===== config.mk =====
export PLATFORM = sky130hd
export DESIGN_NAME = ws2812b_rx
export DESIGN_NICKNAME = d
export VERILOG_FILES = /design/src/rtl/ws2812b_rx.sv
export SDC_FILE = /design/constraint.sdc
export NUM_CORES = 1
export LEC_CHECK = 0
export CAP_MARGIN = 15
export CORE_UTILIZATION = 40
export DETAILED_ROUTE_END_ITERATION = 10
export GPL_ROUTABILITY_DRIVEN = 1
export GPL_TIMING_DRIVEN = 0
export MAX_ROUTING_LAYER = met4
export PLACE_DENSITY = 0.57
export SYNTH_ARGS = -nofsm -noshare
export SYNTH_HDL_FRONTEND = slang
export SYNTH_SLANG_ARGS = --single-unit

===== constraint.sdc =====
create_clock -name clk -period 3.05 [get_ports clk]
set_input_delay 0.61 -clock clk [delete_from_list [all_inputs] [get_ports clk]]
set_output_delay 0.61 -clock clk [all_outputs]
set_load 0.01 [all_outputs]

===== src/rtl/ws2812b_rx.sv =====
// WS2812B single-wire receiver.
// Measures each high pulse, rebuilds MSB-first 24-bit GRB pixels and spots the
// reset/latch gap. Pixels leave through a registered valid/ready output stage.
module ws2812b_rx #(
    parameter int unsigned CLOCK_MHZ     = 64,
    parameter int unsigned MIN_HIGH_NS   = 100,
    parameter int unsigned THRESH_NS     = 600,
    parameter int unsigned MAX_HIGH_NS   = 2000,
    parameter int unsigned RES_DETECT_NS = 50000
) (
    input  logic        clk,
    input  logic        rst,
    input  logic        din,
    output logic [23:0] data_out,
    output logic        latch_out,
    output logic        valid,
    input  logic        ready,
    output logic        bit_err,
    output logic        overflow
);

    // Cycle thresholds, rounded to the nearest clock and held in 16-bit counters.
    localparam int unsigned MIN_FULL = (CLOCK_MHZ * MIN_HIGH_NS + 500) / 1000;
    localparam int unsigned THR_FULL = (CLOCK_MHZ * THRESH_NS + 500) / 1000;
    localparam int unsigned MAX_FULL = (CLOCK_MHZ * MAX_HIGH_NS + 500) / 1000;
    localparam int unsigned RES_FULL = (CLOCK_MHZ * RES_DETECT_NS + 500) / 1000;

    localparam logic [15:0] MIN_CYC  = MIN_FULL[15:0];
    localparam logic [15:0] THR_CYC  = THR_FULL[15:0];
    localparam logic [15:0] MAX_CYC  = MAX_FULL[15:0];
    localparam logic [15:0] RES_CYC  = RES_FULL[15:0];
    localparam logic [15:0] HIGH_SAT = MAX_CYC + 16'd1;
    // The counter reads (cycles already spent in LOW); the gap fires in the
    // cycle that completes RES_CYC cycles of LOW.
    localparam logic [15:0] RES_M1   = RES_CYC - 16'd1;

    typedef enum logic [1:0] {
        WAIT_LOW,
        LOW,
        HIGH
    } state_t;

    state_t      r_state;
    state_t      w_state_nxt;

    logic        r_s1;
    logic        r_s2;
    logic        r_s3;
    logic [1:0]  r_prime;

    logic [15:0] r_low_cnt;
    logic [15:0] r_high_cnt;
    logic [15:0] w_low_nxt;
    logic [15:0] w_high_nxt;

    logic [4:0]  r_bit_cnt;
    logic [22:0] r_shift;
    logic [23:0] w_shift;
    logic [23:0] r_pend_data;
    logic        r_pend;

    logic [23:0] r_data_out;
    logic        r_latch_out;
    logic        r_valid;
    logic        r_bit_err;
    logic        r_overflow;

    logic        w_rise;
    logic        w_fall;
    logic        w_primed;
    logic        w_emit;
    logic        w_emit_latch;
    logic        w_err;
    logic        w_discard;
    logic        w_bit_vld;
    logic        w_bit_val;

    assign w_rise   = r_s2 & ~r_s3;
    assign w_fall   = ~r_s2 & r_s3;
    // The synchronizer reads 0 straight out of reset regardless of the line,
    // so WAIT_LOW only trusts s2 once a real sample has reached it.
    assign w_primed = (r_prime == 2'd2);
    assign w_shift  = {r_shift, w_bit_val};

    assign data_out  = r_data_out;
    assign latch_out = r_latch_out;
    assign valid     = r_valid;
    assign bit_err   = r_bit_err;
    assign overflow  = r_overflow;

    // Bring the asynchronous line into the clock domain and keep one more tap for edges.
    always_ff @(posedge clk) begin
        if (rst) begin
            r_s1 <= 1'b0;
            r_s2 <= 1'b0;
            r_s3 <= 1'b0;
        end else begin
            r_s1 <= din;
            r_s2 <= r_s1;
            r_s3 <= r_s2;
        end
    end

    // Count the cycles since reset release until s2 carries a real line sample.
    always_ff @(posedge clk) begin
        if (rst) begin
            r_prime <= 2'd0;
        end else if (!w_primed) begin
            r_prime <= r_prime + 2'd1;
        end
    end

    // State register.
    always_ff @(posedge clk) begin
        if (rst) begin
            r_state <= WAIT_LOW;
        end else begin
            r_state <= w_state_nxt;
        end
    end

    // Next state, pulse classification and gap detection.
    always_comb begin
        w_state_nxt  = r_state;
        w_emit       = 1'b0;
        w_emit_latch = 1'b0;
        w_err        = 1'b0;
        w_discard    = 1'b0;
        w_bit_vld    = 1'b0;
        w_bit_val    = 1'b0;
        w_low_nxt    = (r_low_cnt == 16'hFFFF) ? r_low_cnt : r_low_cnt + 16'd1;
        w_high_nxt   = r_high_cnt;

        case (r_state)
            WAIT_LOW: begin
                if (w_primed && !r_s2) begin
                    w_state_nxt = LOW;
                    w_low_nxt   = 16'd0;
                end
            end

            LOW: begin
                if (w_rise) begin
                    // The rise cycle is the first high cycle of the pulse.
                    w_state_nxt = HIGH;
                    w_high_nxt  = 16'd1;
                    if (r_pend) begin
                        w_emit = 1'b1;
                    end
                end else if (r_low_cnt == RES_M1) begin
                    if (r_bit_cnt != 5'd0) begin
                        w_err     = 1'b1;
                        w_discard = 1'b1;
                    end
                    if (r_pend) begin
                        w_emit       = 1'b1;
                        w_emit_latch = 1'b1;
                    end
                end
            end

            HIGH: begin
                if (r_s2 && (r_high_cnt != HIGH_SAT)) begin
                    w_high_nxt = r_high_cnt + 16'd1;
                end
                if (w_fall) begin
                    w_state_nxt = LOW;
                    w_low_nxt   = 16'd0;
                    if ((r_high_cnt < MIN_CYC) || (r_high_cnt > MAX_CYC)) begin
                        w_err     = 1'b1;
                        w_discard = 1'b1;
                    end else begin
                        w_bit_vld = 1'b1;
                        w_bit_val = (r_high_cnt >= THR_CYC);
                    end
                end
            end

            default: begin
                w_state_nxt = WAIT_LOW;
            end
        endcase
    end

    // Low-period and high-pulse width counters.
    always_ff @(posedge clk) begin
        if (rst) begin
            r_low_cnt  <= 16'd0;
            r_high_cnt <= 16'd0;
        end else begin
            r_low_cnt  <= w_low_nxt;
            r_high_cnt <= w_high_nxt;
        end
    end

    // Bit counter and pending flag; a discard only touches the partial pixel.
    always_ff @(posedge clk) begin
        if (rst) begin
            r_bit_cnt <= 5'd0;
            r_pend    <= 1'b0;
        end else begin
            if (w_emit) begin
                r_pend <= 1'b0;
            end
            if (w_discard) begin
                r_bit_cnt <= 5'd0;
            end else if (w_bit_vld) begin
                if (r_bit_cnt == 5'd23) begin
                    r_bit_cnt <= 5'd0;
                    r_pend    <= 1'b1;
                end else begin
                    r_bit_cnt <= r_bit_cnt + 5'd1;
                end
            end
        end
    end

    // Pixel shift register and pending word; pure data, qualified by the counters above.
    always_ff @(posedge clk) begin
        if (w_bit_vld) begin
            r_shift <= w_shift[22:0];
            if (r_bit_cnt == 5'd23) begin
                r_pend_data <= w_shift;
            end
        end
    end

    // Output stage: load on emit when free or being drained, else drop and flag overflow.
    always_ff @(posedge clk) begin
        if (rst) begin
            r_data_out  <= 24'd0;
            r_latch_out <= 1'b0;
            r_valid     <= 1'b0;
            r_bit_err   <= 1'b0;
            r_overflow  <= 1'b0;
        end else begin
            r_bit_err <= w_err;
            if (w_emit) begin
                if (!r_valid || ready) begin
                    r_data_out  <= r_pend_data;
                    r_latch_out <= w_emit_latch;
                    r_valid     <= 1'b1;
                end else begin
                    r_overflow <= 1'b1;
                end
            end else if (r_valid && ready) begin
                r_valid <= 1'b0;
            end
        end
    end

endmodule

# == After elaboration in Yosys (flattened, before gate mapping) ==
# Cells that the tools add are included.
# W data, S select, Z words.
# totals
out_inout_bits,28
input_bits,4
romBits,0
latchBits,0
mem_count,0
reg_bits,120
ram_bits,0
# classes
n_reduce_logical,18
shifts,0
eq_ne,12
add_sub_neg,4
multipliers,0
bitwise_logic,5
n_mux,37
magnitude_cmp,3
n_div,0
# ops
cell,count
$mux W16,5
$pmux W16 S2,2
$add A16 B1 Y16 const B,2
$mux W1,24
$eq A16 B12 Y1 const B,1
$eq A16 B16 Y1 const B,1
$ge A16 B6 Y1 const B,1
$gt A16 B8 Y1 const B,1
$lt A16 B3 Y1 const B,1
$ne A16 B8 Y1 const B,1
$ne A2 B2 Y1 const B,4
$reduce_and A2 Y1,4
$mux W2,3
$pmux W2 S3,1
$reduce_and A3 Y1,2
$add A5 B1 Y5 const B,1
$eq A5 B5 Y1 const B,1
$mux W5,1
$reduce_bool A5 Y1,1
$eq A2 B2 Y1 const B,2
$reduce_bool A2 Y1,2
$logic_and A1 B1 Y1,3
$not A1 Y1,3
$add A2 B1 Y2 const B,1
8 further kinds,11

# == Logic depth before layout (Yosys ltp) ==
# Gate-level depths: netlist of the first run.
# depth
word_depth,8
mapped_depth,8
depth_no_buf,7

# == Worst setup path after synthesis of the first run ==
# Ideal clock, no wire load.
# synth_path
path_kind,register to register
start,register r_high_cnt[2]
end,"register r_pend_data[0], enable pin"
arrival_ns,2.940
setup_ns,0.435
period_less_slack_ns,3.375
stages_incl_launch_ff,5
setup_slack_ns,-0.325
path_cell_list,dfxtp_1 -> or3_4 -> o41ai_4 -> nand4_4 -> nor3_1
# synth_between
elab_chain_cells,6
word_cells_on_any_way,7
classes_between,order compare (2); mux (3); reduce/logical (2)
# synth_rtl
item,line,text
"start, declared",52,logic [15:0] r_high_cnt;
"start signal, assigned",192,r_high_cnt <= w_high_nxt;
$lt A16 B3 Y1 or $gt A16 B8 Y1 (tied branches),169,if ((r_high_cnt < MIN_CYC) || (r_high_cnt > MAX_CYC)) begin
$logic_or A1 B1 Y1 (*),169,
$mux W1 (*),169,
$mux W1 (*),166,if (w_fall) begin
$mux W1 (*),134,case (r_state)
$reduce_and A2 Y1 (no line) (*),-,
"end signal, assigned",223,r_pend_data <= w_shift;
"end, declared",59,logic [23:0] r_pend_data;
# Mark *: on every way between the ends. The rest lies on a longest branch, timed or not.
# A chain may end at the register's enable or synchronous reset.

# == Worst setup path in the final report of the first run ==
# layout_path
start,register r_high_cnt[2]
end,"register r_pend_data[1], enable pin"
# The elaborated chain is that of the path after synthesis.

==> metrics.txt, run 1 <==
outcome completed; post-place instance area 5250 µm²; post-route setup TNS 0 ns; final number of hold-violating endpoints 0; top-area cell type share of the netlist area 30.9%; count of flip-flops with a built-in enable after synthesis 47; minimum clock period 2.44 ns; worst-margin pin slew 0.914 ns; RSZ-0062 raised after global routing no; final instance area 5860 µm²; Worst VDD drop 0.000397 V; sequential-to-total area share from yosys stat 60.7%; CTS tree yes; PD cells 683 nW/µm²; H-tree lvl count 4; die width 111 µm; clock latency on the worst-skew pair 0.41 ns; # resized after CTS 0; Worst Path Required 3.16 ns; deepest clock path buffer count 2; WL per Instance 13.6 µm; Peak Freq 410 MHz; CP Launch Type register; synth top area cells dfxtp_1, edfxtp_1, nand2_1; Vias 3,258; Post-Syn Nets 450; final std cells w/o fill 644; Synth Register Bits 120; delay-heaviest family, CP simple AND/OR/NAND/NOR gates; slowest stage cell, crit path nor3_4; Post-CTS Setup Repair Bufs 0; DRT Wirelength 8760 µm; reg2reg setup slack 0.61 ns; Hold-fix buffers, CTS 0; Max stage delay on crit path 0.59 ns; commonest non-fill, non-tap cell in the layout dfxtp_1; crit path buf inv count 1; post-DR vias/cell 5.06; nets 501; critical path capture point type register; initial DRC count 212; Final ANT Viol Nets 0; Rel. slew slack 39.0%; CP max FO 14; Placer Congestion 0.797; CP Class register to register; cells along the critical path or3_4 -> o41ai_4 -> nand4_4 -> nor3_4 -> buf_8; gr usage total 16.0%; Max Cap Violations 0; fin crit share 80.0%; LEAKAGE 0.00193 µW; Netlist cell types 60; initial antenna violation count 0; pin count of the biggest net entering global routing 24; synthesized area 4740 µm²; first-pass GRT wire length 15,000 µm; synthesis-to-layout area growth 23.7%; most frequent cells in the layout dfxtp_1, nand2_1, edfxtp_1; GR Overflow Total 0; DIE AREA 12,300 µm²; # diodes 0; port buffer count 31; synth warn 0; vias in the first global route 3,034; Root Driver clkbuf_16; clock sink count 120; post-synth top area cell dfxtp_1; FP Rows 39; Final setup violation count 0; core area 11,500 µm²; Final WS setup 0.609 ns; Slew Viols, Final 0; first-pass iteration count of the detailed router 4; Mean Syn Cell Area 10.8 µm²; worst clock skew 0.00561 ns; io pins 32; share of cells above drive strength 1 10.8%; Num CTS Buffers 17; Die Height 111 µm; clock transition at the registers of the reported paths 0.05 ns; HPWL after detailed placement 5920 µm; worst hold path type register to register; Post-synth ARST share 0%; Inst Count DP 612; setup slack at placement 0.525 ns; drc violations 0; critical path data arrival time 2.55 ns; starting density of the core 41.3%; Synth Flop Type dfxtp_1; Post-Synthesis Cells 437
==> metrics by stage <==
| step | power, µW | util (%) | hold WS, ns |
|---|---|---|---|
| 2_1_floorplan | 1940 | - | 0.400 |
| 3_3_place_gp | 2000 | 45.6 | 0.406 |
| 3_5_place_dp | 2010 | 45.8 | 0.407 |
| 4_1_cts | 4040 | 51.1 | 0.419 |
| 5_1_grt | 4160 | 51.1 | 0.426 |
| 6_report | 4000 | 51.1 | 0.424 |
==> worst register-to-register path: cells and delay by family (launching register included) <==
kind / cells / cell delay, ns
DFF: 1 / 0.35
buffers and inverters: 1 / 0.25
AOI/OAI and AO/OA: 1 / 0.28
and+or+nand+nor: 3 / 1.26
==> power by group <==
group          internal, µW  switching, µW  total (µW)
sequential             1690           37.3        1730
combinational          95.7            150         246
clock                  1330            697        2020
==> registers in the layout (all words and copies together), names as in the netlist <==
register and cells:
r_bit_cnt 5, latch_out 1, overflow 1, r_state 2
valid 1, r_pend 1, r_high_cnt 16, r_s2 1
r_s3 1, data_out 24, r_low_cnt 16, r_prime 2
r_shift 23, bit_err 1, r_s1 1, r_pend_data 24
==> final timing paths <==
kind                  from         endpoint  cells past startpoint
max          r_high_cnt[2]   r_pend_data[1]                      5
max reg2reg  r_high_cnt[2]   r_pend_data[1]                      5
min reg2reg    r_shift[22]  r_pend_data[23]                      0
min            r_shift[22]  r_pend_data[23]                      0
==> synthesized netlist by cell type (4+ instances only) <==
master and n:
a211oi_1 7, nand2_1 58, a21oi_1 41, nor2_1 31, a31oi_1 5, xnor2_1 18
and3_1 4, edfxtp_1 47, nand4_1 5, or3_1 7, dfxtp_1 73, nand2b_1 7
nor3_1 13, nand3_1 16, ha_1 9, clkbuf_1 8, o21ai_0 10, inv_1 17
nor2b_1 8
==> final cells by class <==
class	count	area (µm²)
Fill cell	1032	5610
Timing Repair Buffer	32	325
Clock inverter	11	148
Inverter	17	63.8
Tap cell	143	179
Multi-Input combinational cell	288	1760
Sequential cell	120	2870
Buffer	12	53.8
Clock buffer	21	460
==> routing by layer <==
layer	up-vias	global-route usage [%]	share of wire [%]
met5	-	-	0
met4	0	6.13	1.3
met3	11	5.19	4.2
met2	67	23.2	45
met1	1517	20.8	50
li1	1663	-	-
==> kinds of logic (layout without fill, tap and decap cells) <==
group                    count (synthesis)  in the layout  share of synthesized area (%)
adder cells (fa/ha/maj)                  9              9                           2.38
XOR/XNOR                                19             19                           3.51
buffers and inverters                   29             93                           2.48
multiplexers                             2              2                          0.449
AND/OR/NAND/NOR                        176            176                           19.6
AO/OA/AOI/OAI                           82             82                           11.0
flip-flops                             120            120                           60.7
Note: power is estimated with default switching activity, not from simulation.
==> run 2: changes to the inputs <==
- clock period: 3.05 -> 2.2 ns (I/O delays scaled with it)
==> metrics.txt, run 2 (same netlist as run 1, synthesis figures left out) <==
clock share of power 49.0% (-1.6 points); Placer Congestion 0.780 (-2.1%); most frequent cells in the layout dfxtp_1, nand2_1, edfxtp_1; Final WS setup 0.0962 ns (-0.512 ns); clock sink count 120 (unchanged); reg2reg setup slack 0.1 ns (-0.51 ns); minimum clock period 2.10 ns (-0.338 ns); Post-Route Utilization 52.1% (+0.97 points); core area 11,500 µm² (unchanged); Peak Freq 475 MHz (+16%); LEAKAGE 0.00195 µW (+1.1%); io pins 32 (unchanged); initial antenna violation count 0 (unchanged); Die Height 111 µm (unchanged); nets 511 (+2.0%); Max Cap Violations 0 (unchanged); final number of hold-violating endpoints 0 (unchanged); drc violations 0 (unchanged); worst clock skew 0.00945 ns (+0.00385 ns); starting density of the core 41.3% (unchanged); combinational share of power 6.4% (+0.3 points); critical path capture point type register; Worst R2R Path Depth 6 (+1); gr usage total 16.5% (+0.52 points); CP Launch Type register; first-pass iteration count of the detailed router 4 (unchanged); hold path depth 0 (unchanged); pin count of the biggest net entering global routing 17 (-29%); HPWL after detailed placement 5920 µm (about the same); port buffer count 31 (unchanged); H-tree lvl count 4 (unchanged); clock transition at the registers of the reported paths 0.06 ns (about the same); setup slack at placement -0.510 ns (-1.04 ns); outcome completed; r2r endpoint r_bit_cnt[3]; Sw Share 22.9% (+0.79 points); clock latency on the worst-skew pair 0.41 ns (about the same); Worst VDD drop 0.000568 V (+43%); critical hold path startpoint r_shift[22]; DIE AREA 12,300 µm² (unchanged); Fin Hold WS 0.424 ns (+0.000497 ns); fin crit share 95.6% (+16 points); Int Pwr 4140 µW (+33%); Vias 3,328 (+2.1%); DRT Wirelength 9190 µm (+4.9%); GR Overflow Total 0 (unchanged); PD cells 899 nW/µm² (+32%); Rel. slew slack 53.5% (+15 points); worst hold path type register to register; CP Class register to register; initial DRC count 194 (-8.5%); Psw 1230 µW (+39%); die width 111 µm (unchanged); share of cells above drive strength 1 14.9% (+4.1 points); FF-to-FF Start r_high_cnt[9]; Final setup violation count 0 (unchanged); Worst Path Required 2.54 ns (-0.62 ns); Slew Viols, Final 0 (unchanged); Sequential Power Share 44.6% (+1.4 points); Final ANT Viol Nets 0 (unchanged); Num CTS Buffers 17 (unchanged); Root Driver clkbuf_16; worst-margin pin slew 0.697 ns (-0.217 ns); critical path data arrival time 2.45 ns (-0.10 ns); deepest clock path buffer count 2 (unchanged); vias in the first global route 3,132 (+3.2%); WL per Instance 14.1 µm (+3.3%); CTS tree yes; CP max FO 7 (-7); post-DR vias/cell 5.09 (+0.59%); hold endpoint r_pend_data[23]; commonest non-fill, non-tap cell in the layout dfxtp_1; synthesis-to-layout area growth 26.1%; FP Rows 39 (unchanged); first-pass GRT wire length 15,500 µm (+3.4%); # diodes 0 (unchanged); Hold-fix buffers, CTS 0 (unchanged)
## run 2: layer usage
layer,part of all wire (%),GRT usage [%]
met1,49,21.1
met2,46,24.6
met3,3.1,4.43
met4,1.8,7.38
met5,0,-
## run 2: power groups by stage
stage               clock [µW]  combinational [µW]  sequential, µW
floorplan                    0                 260            2430
global placement             0                 326            2440
detailed placement           0                 337            2440
CTS                       2680                 339            2400
global route              2790                 392            2400
finish                    2630                 343            2400
## run 2: timing repair
action                     CTS  global route
pin swaps                    3             2
setup endpoints to repair   59            72
buffers inserted             3             6
gates resized for setup      5            14
cloned                       2             0
hold endpoints to repair     0             0
## run 2: worst max-delay path, stage by stage (launching register included)
cell and delay, ns:
dfxtp_1 0.35, or4_4 0.54, nor2_4 0.18, nand4_4 0.14
buf_12 0.18, or4b_4 0.51, a21oi_2 0.13
## run 2: cell type report
cell class | instances | area, µm²
inverters | 17 | 67.6
clock buffers | 20 | 437
well taps | 143 | 179
repair buffers | 40 | 403
clock inverters | 12 | 129
multi-input cells | 289 | 1810
fillers | 1000 | 5500
repair inverters | 1 | 7.51
flip-flops and latches | 120 | 2880
plain buffers | 12 | 65.1
## run 2: how the worst max path moves through the flow
stage / slack, ns / start / to
final: 0.1 / r_high_cnt[9] / r_bit_cnt[3]
after global routing: -0.01 / r_low_cnt[12] / data_out[11]
after CTS: -0.002 / r_high_cnt[9] / r_bit_cnt[3]
after detailed placement: -0.51 / r_high_cnt[9] / r_pend_data[6]
after global placement: -0.46 / r_high_cnt[9] / r_pend_data[20]
after floorplan: -0.04 / r_high_cnt[15] / r_pend_data[0]
## run 2: stage by stage
stage               power (µW)   TNS, ns  instance area, µm²  std cells
floorplan                 2690    -0.843                4750        437
global placement          2770    -17.49                5240        611
detailed placement        2780    -20.18                5240        611
CTS                       5420  -0.00238                5870        648
global route              5590  -0.00988                5970        654
finish                    5370         0                5970        654
